<file path="config.mk">
export PLATFORM = sky130hd
export DESIGN_NAME = decode_stage_flat
export DESIGN_NICKNAME = d
export VERILOG_FILES = /design/src/rtl/decode_if.sv /design/src/rtl/decode_stage.sv /design/src/flat_wrapper.sv
export SDC_FILE = /design/constraint.sdc
export NUM_CORES = 1
export LEC_CHECK = 0
export BUFFER_PORTS_ARGS = -buffer_cell sky130_fd_sc_hd__buf_2
export CAP_MARGIN = 20
export CORE_ASPECT_RATIO = 1.2
export CORE_MARGIN = 4
export CORE_UTILIZATION = 40
export DETAILED_ROUTE_END_ITERATION = 10
export SLEW_MARGIN = 0
export SYNTH_ARGS = -nofsm -noshare
export SYNTH_HDL_FRONTEND = slang
export SYNTH_SLANG_ARGS = --single-unit
</file>
<file path="constraint.sdc">
create_clock -name clk -period 4.2 [get_ports clk]
set_clock_uncertainty 0.05 [all_clocks]
set_input_delay 0.42 -clock clk [delete_from_list [all_inputs] [get_ports clk]]
set_output_delay 0.42 -clock clk [all_outputs]
set_load 0.05 [all_outputs]
</file>
<file path="src/rtl/decode_if.sv">
// Handshake and decoded-field bundle between fetch, the decode stage and register-read.
// master drives instructions and consumes decoded fields; slave is the decode stage.
interface decode_if #(
  parameter int INSTR_W = 8,
  parameter int OPC_W   = 4,
  parameter int REG_AW  = 3
) ();
  localparam int FIELD_W = (INSTR_W - OPC_W) / 2;
  localparam int WORD_W  = INSTR_W - OPC_W;

  logic               in_valid;
  logic               in_ready;
  logic [INSTR_W-1:0] instr;
  logic               flush;
  logic               out_valid;
  logic               out_ready;
  logic [3:0]         alu_op;
  logic [REG_AW-1:0]  rs1;
  logic [REG_AW-1:0]  rs2;
  logic [REG_AW-1:0]  rd;
  logic [FIELD_W-1:0] imm;
  logic [WORD_W-1:0]  branch_addr;
  logic               mem_rd;
  logic               mem_wr;
  logic               label_rd;
  logic               reg_wr;
  logic               branch;
  logic               jump;
  logic               halted;

  modport master (
    output in_valid, instr, flush, out_ready,
    input  in_ready, out_valid, alu_op, rs1, rs2, rd, imm, branch_addr,
    input  mem_rd, mem_wr, label_rd, reg_wr, branch, jump, halted
  );

  modport slave (
    input  in_valid, instr, flush, out_ready,
    output in_ready, out_valid, alu_op, rs1, rs2, rd, imm, branch_addr,
    output mem_rd, mem_wr, label_rd, reg_wr, branch, jump, halted
  );
endinterface

</file>
<file path="src/rtl/decode_stage.sv">
// Registered instruction-decode stage: one instruction in, one decoded bundle out,
// valid/ready on both sides, flush for taken branches and a sticky halt.
module decode_stage #(
  parameter int INSTR_W = 8,
  parameter int OPC_W   = 4,
  parameter int REG_AW  = 3,
  parameter int V0_REG  = 4,
  parameter int RC_REG  = 5
) (
  input  logic    clk,
  input  logic    rst_n,
  decode_if.slave bus
);
  localparam int FIELD_W = (INSTR_W - OPC_W) / 2;
  localparam int WORD_W  = INSTR_W - OPC_W;
  localparam logic [REG_AW-1:0] V0 = REG_AW'(V0_REG);
  localparam logic [REG_AW-1:0] RC = REG_AW'(RC_REG);

  typedef struct packed {
    logic [3:0]         alu_op;
    logic [REG_AW-1:0]  rs1;
    logic [REG_AW-1:0]  rs2;
    logic [REG_AW-1:0]  rd;
    logic [FIELD_W-1:0] imm;
    logic [WORD_W-1:0]  baddr;
    logic               mem_rd;
    logic               mem_wr;
    logic               label_rd;
    logic               reg_wr;
    logic               branch;
    logic               jump;
  } dec_t;

  // Every opcode writes every field; unused fields stay at the cleared default.
  function automatic dec_t decode(input logic [INSTR_W-1:0] ins);
    dec_t              d;
    logic [REG_AW-1:0] a;
    logic [REG_AW-1:0] b;
    logic [REG_AW-1:0] w;
    logic [31:0]       opc;
    d   = '0;
    a   = REG_AW'(ins[2*FIELD_W-1:FIELD_W]);
    b   = REG_AW'(ins[FIELD_W-1:0]);
    w   = REG_AW'(ins[WORD_W-1:0]);
    opc = 32'(ins[INSTR_W-1 -: OPC_W]);
    case (opc)
      32'd0:  begin d.alu_op = 4'b0000; d.rs1 = a; d.rs2 = b; d.rd = a; d.reg_wr = 1'b1; end
      32'd1:  begin
        d.alu_op = 4'b0001; d.rs1 = a; d.rd = a; d.reg_wr = 1'b1;
        d.imm    = ins[FIELD_W-1:0];
      end
      32'd2:  begin
        d.alu_op = 4'b1111; d.rs2 = b; d.rd = a; d.reg_wr = 1'b1; d.mem_rd = 1'b1;
      end
      32'd3:  begin d.alu_op = 4'b1100; d.rs1 = a; d.rs2 = b; d.mem_wr = 1'b1; end
      32'd4:  begin
        d.alu_op = 4'b0011; d.rs1 = a; d.rd = a; d.reg_wr = 1'b1;
        d.imm    = ins[FIELD_W-1:0];
      end
      32'd5:  begin d.alu_op = 4'b1101; d.rs1 = a; d.rs2 = b; d.rd = V0; d.reg_wr = 1'b1; end
      32'd6:  begin
        d.alu_op = 4'b0101; d.rs2 = V0; d.branch = 1'b1; d.label_rd = 1'b1;
        d.baddr  = ins[WORD_W-1:0];
      end
      32'd7:  begin
        d.alu_op = 4'b1011; d.jump = 1'b1; d.label_rd = 1'b1;
        d.baddr  = ins[WORD_W-1:0];
      end
      32'd8:  begin d.alu_op = 4'b0010; d.rs1 = a; d.rs2 = b; d.rd = a; d.reg_wr = 1'b1; end
      32'd9:  begin d.alu_op = 4'b1100; d.rs1 = w; d.rd = V0; d.reg_wr = 1'b1; end
      32'd10: begin d.alu_op = 4'b1100; d.rs1 = V0; d.rd = w; d.reg_wr = 1'b1; end
      32'd11: begin d.alu_op = 4'b0000; d.rs1 = a; d.rs2 = RC; d.rd = a; d.reg_wr = 1'b1; end
      32'd12: begin d.alu_op = 4'b1000; d.rs1 = w; d.rd = w; d.reg_wr = 1'b1; end
      32'd13: begin d.alu_op = 4'b0110; d.rs1 = a; d.rs2 = b; d.rd = V0; d.reg_wr = 1'b1; end
      32'd14: begin d.alu_op = 4'b0000; end
      32'd15: begin d.alu_op = 4'b1110; d.rs1 = a; d.rd = a; d.reg_wr = 1'b1; end
      // Opcodes beyond the base 16 (wide OPC_W) behave as an add that writes nothing.
      default: begin d.alu_op = 4'b0000; d.rs1 = a; d.rs2 = b; d.rd = a; d.reg_wr = 1'b0; end
    endcase
    return d;
  endfunction

  logic out_valid_q, out_valid_d;
  logic halted_q, halted_d;
  dec_t dec_q, dec_d;
  logic in_ready_s;
  logic accept_s;
  logic consume_s;
  logic is_halt_s;

  assign in_ready_s = !halted_q && (!out_valid_q || bus.out_ready);
  assign accept_s   = bus.in_valid && in_ready_s;
  assign consume_s  = out_valid_q && bus.out_ready;
  assign is_halt_s  = (32'(bus.instr[INSTR_W-1 -: OPC_W]) == 32'd14);

  // Next-state: flush beats accept; fields only reload when an instruction is taken.
  always_comb begin
    out_valid_d = out_valid_q;
    dec_d       = dec_q;
    halted_d    = halted_q;
    if (bus.flush) begin
      out_valid_d = 1'b0;
    end else if (accept_s) begin
      out_valid_d = 1'b1;
      dec_d       = decode(bus.instr);
      halted_d    = halted_q || is_halt_s;
    end else if (consume_s) begin
      out_valid_d = 1'b0;
    end else begin
      out_valid_d = out_valid_q;
    end
  end

  // Output and state registers.
  always_ff @(posedge clk or negedge rst_n) begin
    if (!rst_n) begin
      out_valid_q <= 1'b0;
      halted_q    <= 1'b0;
      dec_q       <= '0;
    end else begin
      out_valid_q <= out_valid_d;
      halted_q    <= halted_d;
      dec_q       <= dec_d;
    end
  end

  assign bus.in_ready    = in_ready_s;
  assign bus.out_valid   = out_valid_q;
  assign bus.halted      = halted_q;
  assign bus.alu_op      = dec_q.alu_op;
  assign bus.rs1         = dec_q.rs1;
  assign bus.rs2         = dec_q.rs2;
  assign bus.rd          = dec_q.rd;
  assign bus.imm         = dec_q.imm;
  assign bus.branch_addr = dec_q.baddr;
  assign bus.mem_rd      = dec_q.mem_rd;
  assign bus.mem_wr      = dec_q.mem_wr;
  assign bus.label_rd    = dec_q.label_rd;
  assign bus.reg_wr      = dec_q.reg_wr;
  assign bus.branch      = dec_q.branch;
  assign bus.jump        = dec_q.jump;
endmodule

</file>
<file path="src/flat_wrapper.sv">
// flat-port wrapper written by rule: the top's interface ports become plain ports
module decode_stage_flat 
#(
  parameter int INSTR_W = 8,
  parameter int OPC_W   = 4,
  parameter int REG_AW  = 3,
  parameter int V0_REG  = 4,
  parameter int RC_REG  = 5
)
  (clk, rst_n, bus_in_valid, bus_instr, bus_flush, bus_out_ready, bus_in_ready, bus_out_valid, bus_alu_op, bus_rs1, bus_rs2, bus_rd, bus_imm, bus_branch_addr, bus_mem_rd, bus_mem_wr, bus_label_rd, bus_reg_wr, bus_branch, bus_jump, bus_halted);
  decode_if #(.INSTR_W(INSTR_W), .OPC_W(OPC_W), .REG_AW(REG_AW)) bus_i ();
  input  logic clk;
  input  logic rst_n;
  input wire logic [$bits(bus_i.in_valid)-1:0] bus_in_valid;
  input wire logic [$bits(bus_i.instr)-1:0] bus_instr;
  input wire logic [$bits(bus_i.flush)-1:0] bus_flush;
  input wire logic [$bits(bus_i.out_ready)-1:0] bus_out_ready;
  output wire logic [$bits(bus_i.in_ready)-1:0] bus_in_ready;
  output wire logic [$bits(bus_i.out_valid)-1:0] bus_out_valid;
  output wire logic [$bits(bus_i.alu_op)-1:0] bus_alu_op;
  output wire logic [$bits(bus_i.rs1)-1:0] bus_rs1;
  output wire logic [$bits(bus_i.rs2)-1:0] bus_rs2;
  output wire logic [$bits(bus_i.rd)-1:0] bus_rd;
  output wire logic [$bits(bus_i.imm)-1:0] bus_imm;
  output wire logic [$bits(bus_i.branch_addr)-1:0] bus_branch_addr;
  output wire logic [$bits(bus_i.mem_rd)-1:0] bus_mem_rd;
  output wire logic [$bits(bus_i.mem_wr)-1:0] bus_mem_wr;
  output wire logic [$bits(bus_i.label_rd)-1:0] bus_label_rd;
  output wire logic [$bits(bus_i.reg_wr)-1:0] bus_reg_wr;
  output wire logic [$bits(bus_i.branch)-1:0] bus_branch;
  output wire logic [$bits(bus_i.jump)-1:0] bus_jump;
  output wire logic [$bits(bus_i.halted)-1:0] bus_halted;
  assign bus_i.in_valid = bus_in_valid;
  assign bus_i.instr = bus_instr;
  assign bus_i.flush = bus_flush;
  assign bus_i.out_ready = bus_out_ready;
  assign bus_in_ready = bus_i.in_ready;
  assign bus_out_valid = bus_i.out_valid;
  assign bus_alu_op = bus_i.alu_op;
  assign bus_rs1 = bus_i.rs1;
  assign bus_rs2 = bus_i.rs2;
  assign bus_rd = bus_i.rd;
  assign bus_imm = bus_i.imm;
  assign bus_branch_addr = bus_i.branch_addr;
  assign bus_mem_rd = bus_i.mem_rd;
  assign bus_mem_wr = bus_i.mem_wr;
  assign bus_label_rd = bus_i.label_rd;
  assign bus_reg_wr = bus_i.reg_wr;
  assign bus_branch = bus_i.branch;
  assign bus_jump = bus_i.jump;
  assign bus_halted = bus_i.halted;
  decode_stage #(.INSTR_W(INSTR_W), .OPC_W(OPC_W), .REG_AW(REG_AW), .V0_REG(V0_REG), .RC_REG(RC_REG)) u_core (.clk(clk), .rst_n(rst_n), .bus(bus_i));
endmodule
</file>
== Word level (Yosys, flattened, before mapping) ==
Cells that the tools add are included.
Operators by class
  equal/unequal tests: 15
  muxes and demuxes: 15
  bitwise operators: 1
  reduce and logical (&&, ||, !) cells: 21
Operators by type and width (count)
  4-bit case mux with 12 select lines: 1
  4-bit == test (second input constant): 8
  3-bit case mux with 3 select lines: 3
  4-bit by 3-bit == test with 1-bit output (second input constant): 4
  12-bit OR reduction: 1
  1-bit 2-to-1 mux: 9
  3-bit OR reduction: 3
  9-bit OR reduction: 1
  4-bit by 2-bit == test with 1-bit output (second input constant): 2
  2-bit OR reduction: 4
  7-bit OR reduction: 1
  6-bit OR reduction: 1
  4-bit by 1-bit == test with 1-bit output (second input constant): 1
  4-bit zero test: 1
  4-bit 2-to-1 mux: 1
  1-bit logical AND: 3
  3-bit nonzero test: 1
  1-bit zero test: 2
  1-bit logical OR: 2
  2-bit 2-to-1 mux: 1
  2-bit AND reduction: 1
  1-bit inverter: 1
Storage, ports and cells
  flip-flop bits (word level): 27
  bits of input ports: 13
  output and inout port bits: 28
  logic and storage cells: 66

== Logic depth before layout (Yosys ltp) ==
  word-level depth: 6
  depth in mapped cells: 6

== Least setup slack after synthesis ==
No wires, ideal clock.
  path kind: register to output
  from: reg u_core.out_valid_q, in the netlist u_core.bus.out_valid
  to: out bus_in_ready
  data arrival time: 1.409 ns
  data required time: 3.730 ns
  path slack: 2.321 ns
  stages on the path, launching flop included: 3
  path buffers: 0
  cell sequence: dfrtp_1 > nor2b_4 > nor2_1
Between the ends
  longest elaborated chain between the ends: 3
Ends and longest elaborated chain
  start: declaration: line decode_stage.sv:83  | logic out_valid_q, out_valid_d;
  start signal: assignment: line decode_stage.sv:121  | out_valid_q <= out_valid_d;
  1-bit zero test: line decode_stage.sv:91  | assign in_ready_s = !halted_q && (!out_valid_q || bus.out_ready);
  1-bit logical OR: line decode_stage.sv:91
  1-bit logical AND: line decode_stage.sv:91
  end: declaration: line flat_wrapper.sv:18  | output wire logic [$bits(bus_i.in_ready)-1:0] bus_in_ready;
No other way between the ends.

== Final worst setup path ==
  from: reg u_core.out_valid_q, in the netlist u_core.bus.out_valid
  to: reg u_core.dec_q, in the netlist u_core.bus.imm[0]
Between the ends
  longest elaborated chain between the ends: 5
Ends and longest elaborated chain
  1-bit zero test: line decode_stage.sv:91
  1-bit logical OR: line decode_stage.sv:91
  1-bit logical AND: line decode_stage.sv:91
  1-bit logical AND: line decode_stage.sv:92  | assign accept_s = bus.in_valid && in_ready_s;
  2-bit AND reduction (no line)
  end signal: assignment: line decode_stage.sv:119  | dec_q <= '0;
  end signal: assignment: line decode_stage.sv:123  | dec_q <= dec_d;
  end: declaration: line decode_stage.sv:85  | dec_t dec_q, dec_d;
No other way between the ends.
A chain may end at the register's enable or synchronous reset.

==> impl_metrics.env <==
export IMPL_layout_common_cells="40 x buf_2, 38 x nand2_1, 27 x dfrtp_1"
export IMPL_min_period_over_period=0.455
export IMPL_ys_dominant_reg_cell="dfrtp_1"
export IMPL_hpwl_um=2550
export IMPL_max_slew_worst_pin_slew_ps=1110
export IMPL_grt_pass1_vias=1290
export IMPL_finalMaxSlewViolations=0
export IMPL_cts_sinks=27
export IMPL_post_cts_buffers=0
export IMPL_leakage_nw=0.852
export IMPL_final_common_cell="buf_2"
export IMPL_peakVddDrop_mv=0.171
export IMPL_finalSetupTns_ps=0
export IMPL_holdBufCountCts=0
export IMPL_endpoint_kind="register"
export IMPL_grt_start_max_net_pins=39
export IMPL_synthToLayoutAreaGrowth_pct=15.1
export IMPL_start_util=0.427
export IMPL_period_needed_ps=1910
export IMPL_ys_seq_area_frac=0.462
export IMPL_synth_edf_count=0
export IMPL_fp_dieH_um=74.2
export IMPL_core_mm2=0.00342
export IMPL_power_density_mw_per_mm2=455
export IMPL_cts_root_buf="clkbuf_8"
export IMPL_clk_pin_slew_ps=90
export IMPL_synth_top_area_frac=0.462
export IMPL_synth_avg_cell_area_um2=8.97
export IMPL_synth_warnings=0
export IMPL_netlist_instances=163
export IMPL_gp_congestion=0.780
export IMPL_worstPathCellList="nor2b_4 -> nor4b_2 -> nand3b_1 -> o21ai_0"
export IMPL_p_comb_frac=0.392
export IMPL_grt_pass1_wl_um=6150
export IMPL_drive_above_1_share=0.259
export IMPL_drtIter0Drc=60
export IMPL_cts_buffers=3
export IMPL_rsz0062_at_grt="no"
export IMPL_antenna_cells=0
export IMPL_finalSetupViolations=0
export IMPL_utilization=0.491
export IMPL_status="completed"
export IMPL_p_int_mw=0.435
export IMPL_grt_ovfl_total=0
export IMPL_post_route_drc_count=0
export IMPL_clockBufferDepth=2
export IMPL_placementRows=23
export IMPL_worst_slack_ps=2290
export IMPL_die_x_um=63.2
export IMPL_cts_tree="built"
export IMPL_ys_ff_latch=27
export IMPL_antenna_left=0
export IMPL_wl_um=3490
export IMPL_slew_headroom=0.259
export IMPL_pre_cts_ws_ps=2190
export IMPL_fmax_mhz=523
export IMPL_syn_cell_area_mm2=0.00146
export IMPL_hold_class="primary input to asynchronous set/reset pin"
export IMPL_critPathMaxFanout=13
export IMPL_p_sw_mw=0.330
export IMPL_yosysTopAreaCell="dfrtp_1"
export IMPL_synth_area_top_cells="dfrtp_1 46%, nand2_1 9.8%, o21ai_0 5.5%"
export IMPL_cts_resized_gates=0
export IMPL_vias_per_cell=5.57
export IMPL_fillCellCount=330
export IMPL_p_sw_frac=0.432
export IMPL_synth_fp_nets=176
export IMPL_h_tree_depth=1
export IMPL_critical_path_class="register to register"
export IMPL_hold_violations=0
export IMPL_path_buf_inv=0
export IMPL_vias=1282
export IMPL_critical_path_slowest_cell="nor4b_2"
export IMPL_pwr_share_seq=0.417
export IMPL_antenna_found_initial=0
export IMPL_start_kind="register"
export IMPL_dr_pass1_iters=4
export IMPL_critical_path_top_delay_family="simple AND/OR/NAND/NOR gates"
export IMPL_io_buffers=40
export IMPL_async_flop_share=1.00
export IMPL_clkLatencyLatePin_ps=270
export IMPL_io_pins=41
export IMPL_netlist_cell_type_count=39
export IMPL_track_usage=0.163
export IMPL_avgRoutedWirePerCell_um=15.2
export IMPL_crit_required_ps=4350
export IMPL_drv_cap=0
export IMPL_crit_arrival_ps=2060
export IMPL_power_frac_clock=0.191
export IMPL_critPathMaxStageDelay_ps=900
export IMPL_fin_nets=207
export IMPL_dieArea_mm2=0.00469
## cell type report
type | instances | area, um^2 | share of cell area
Clock buffer | 4 | 45.0 | 0.0268
Sequential cell | 27 | 676 | 0.402
Multi-Input combinational cell | 119 | 703 | 0.418
Timing Repair Buffer | 40 | 200 | 0.119
Inverter | 3 | 11.3 | 0.00670
Tap cell | 37 | 46.3 | 0.0275
## kinds of logic (layout without fill, tap and decap cells)
logic type                 count (synthesis)  count (layout)  share of synthesized area
adders and majority gates                  1               1                    0.00685
and+or+nand+nor                           72              72                      0.255
AOI/OAI and AO/OA                         43              43                      0.199
buffers and inverters                     17              47                     0.0565
DFF                                       27              27                      0.462
xor gates and xnor gates                   2               2                     0.0120
muxes                                      1               1                    0.00770
## path summary, 6_finish.rpt
check / from / end / slack (ps) / cells past startpoint
hold / removal: rst_n / u_core.bus.alu_op[1]$_DFFE_PN0P_ / 100 / 1
setup / recovery: u_core.bus.out_valid$_DFFE_PN0P_ / u_core.bus.imm[0]$_DFFE_PN0P_ / 2290 / 4
min in group clk: bus_instr[1] / u_core.bus.rs2[1]$_DFFE_PN0P_ / 370 / 3
hold reg to reg: u_core.bus.branch$_DFFE_PN0P_ / u_core.bus.branch$_DFFE_PN0P_ / 420 / 2
max in group asynchronous: rst_n / u_core.bus.reg_wr$_DFFE_PN0P_ / 3620 / 1
setup reg to reg: u_core.bus.out_valid$_DFFE_PN0P_ / u_core.bus.imm[0]$_DFFE_PN0P_ / 2290 / 4
## stage by stage
stage | cell area [um^2] | std cells | hold WS (ps) | total power [mW]
3_3_place_gp | 1640 | 226 | 401 | 0.622
5_1_grt | 1680 | 230 | 142 | 0.812
6_report | 1680 | 230 | 95.8 | 0.765
2_1_floorplan | 1460 | 163 | 74.4 | 0.553
3_5_place_dp | 1640 | 226 | 403 | 0.627
4_1_cts | 1680 | 230 | 123 | 0.776
## cell usage after synthesis (all sizes together), types with 2 or more instances
cell / n
or4bb: 2
clkbuf: 3
nor2: 6
nand3: 8
and3b: 2
nand2b: 4
nand2: 38
a22oi: 3
buf: 11
a2bb2oi: 2
o211ai: 2
dfrtp: 27
a31oi: 3
o21ai: 16
inv: 3
and3: 2
o31ai: 2
nor2b: 4
a21oi: 5
o22ai: 2
xor2: 2
o41ai: 2
## power by group through the flow
stage	clock network, mW	logic, mW	registers (mW)
finish	0.146	0.300	0.319
global route	0.166	0.321	0.325
CTS	0.153	0.303	0.320
detailed placement	0	0.303	0.325
global placement	0	0.299	0.323
floorplan	0	0.0917	0.462
## worst register-to-register path, delay by kind of cell (launching register included)
family	cells	cell delay, ps
AND/OR/NAND/NOR	3	1220
flip-flops	1	380
AO/OA/AOI/OAI	1	190
## metal layers
metal	part of all wire	global-route usage	vias up
met4	0.0092	0.0600	0
met1	0.47	0.218	612
met3	0.045	0.0302	4
met2	0.48	0.266	31
met5	0	0	-
li1	-	-	635
## flip-flops by register name (all words and copies together) (netlist names), 2 cells and up
register and flops:
u_core.bus.imm 2, u_core.bus.rs1 3, u_core.bus.rs2 3, u_core.bus.alu_op 4, u_core.bus.branch_addr 4, u_core.bus.rd 3
Note: power is estimated with default switching activity, not from simulation.
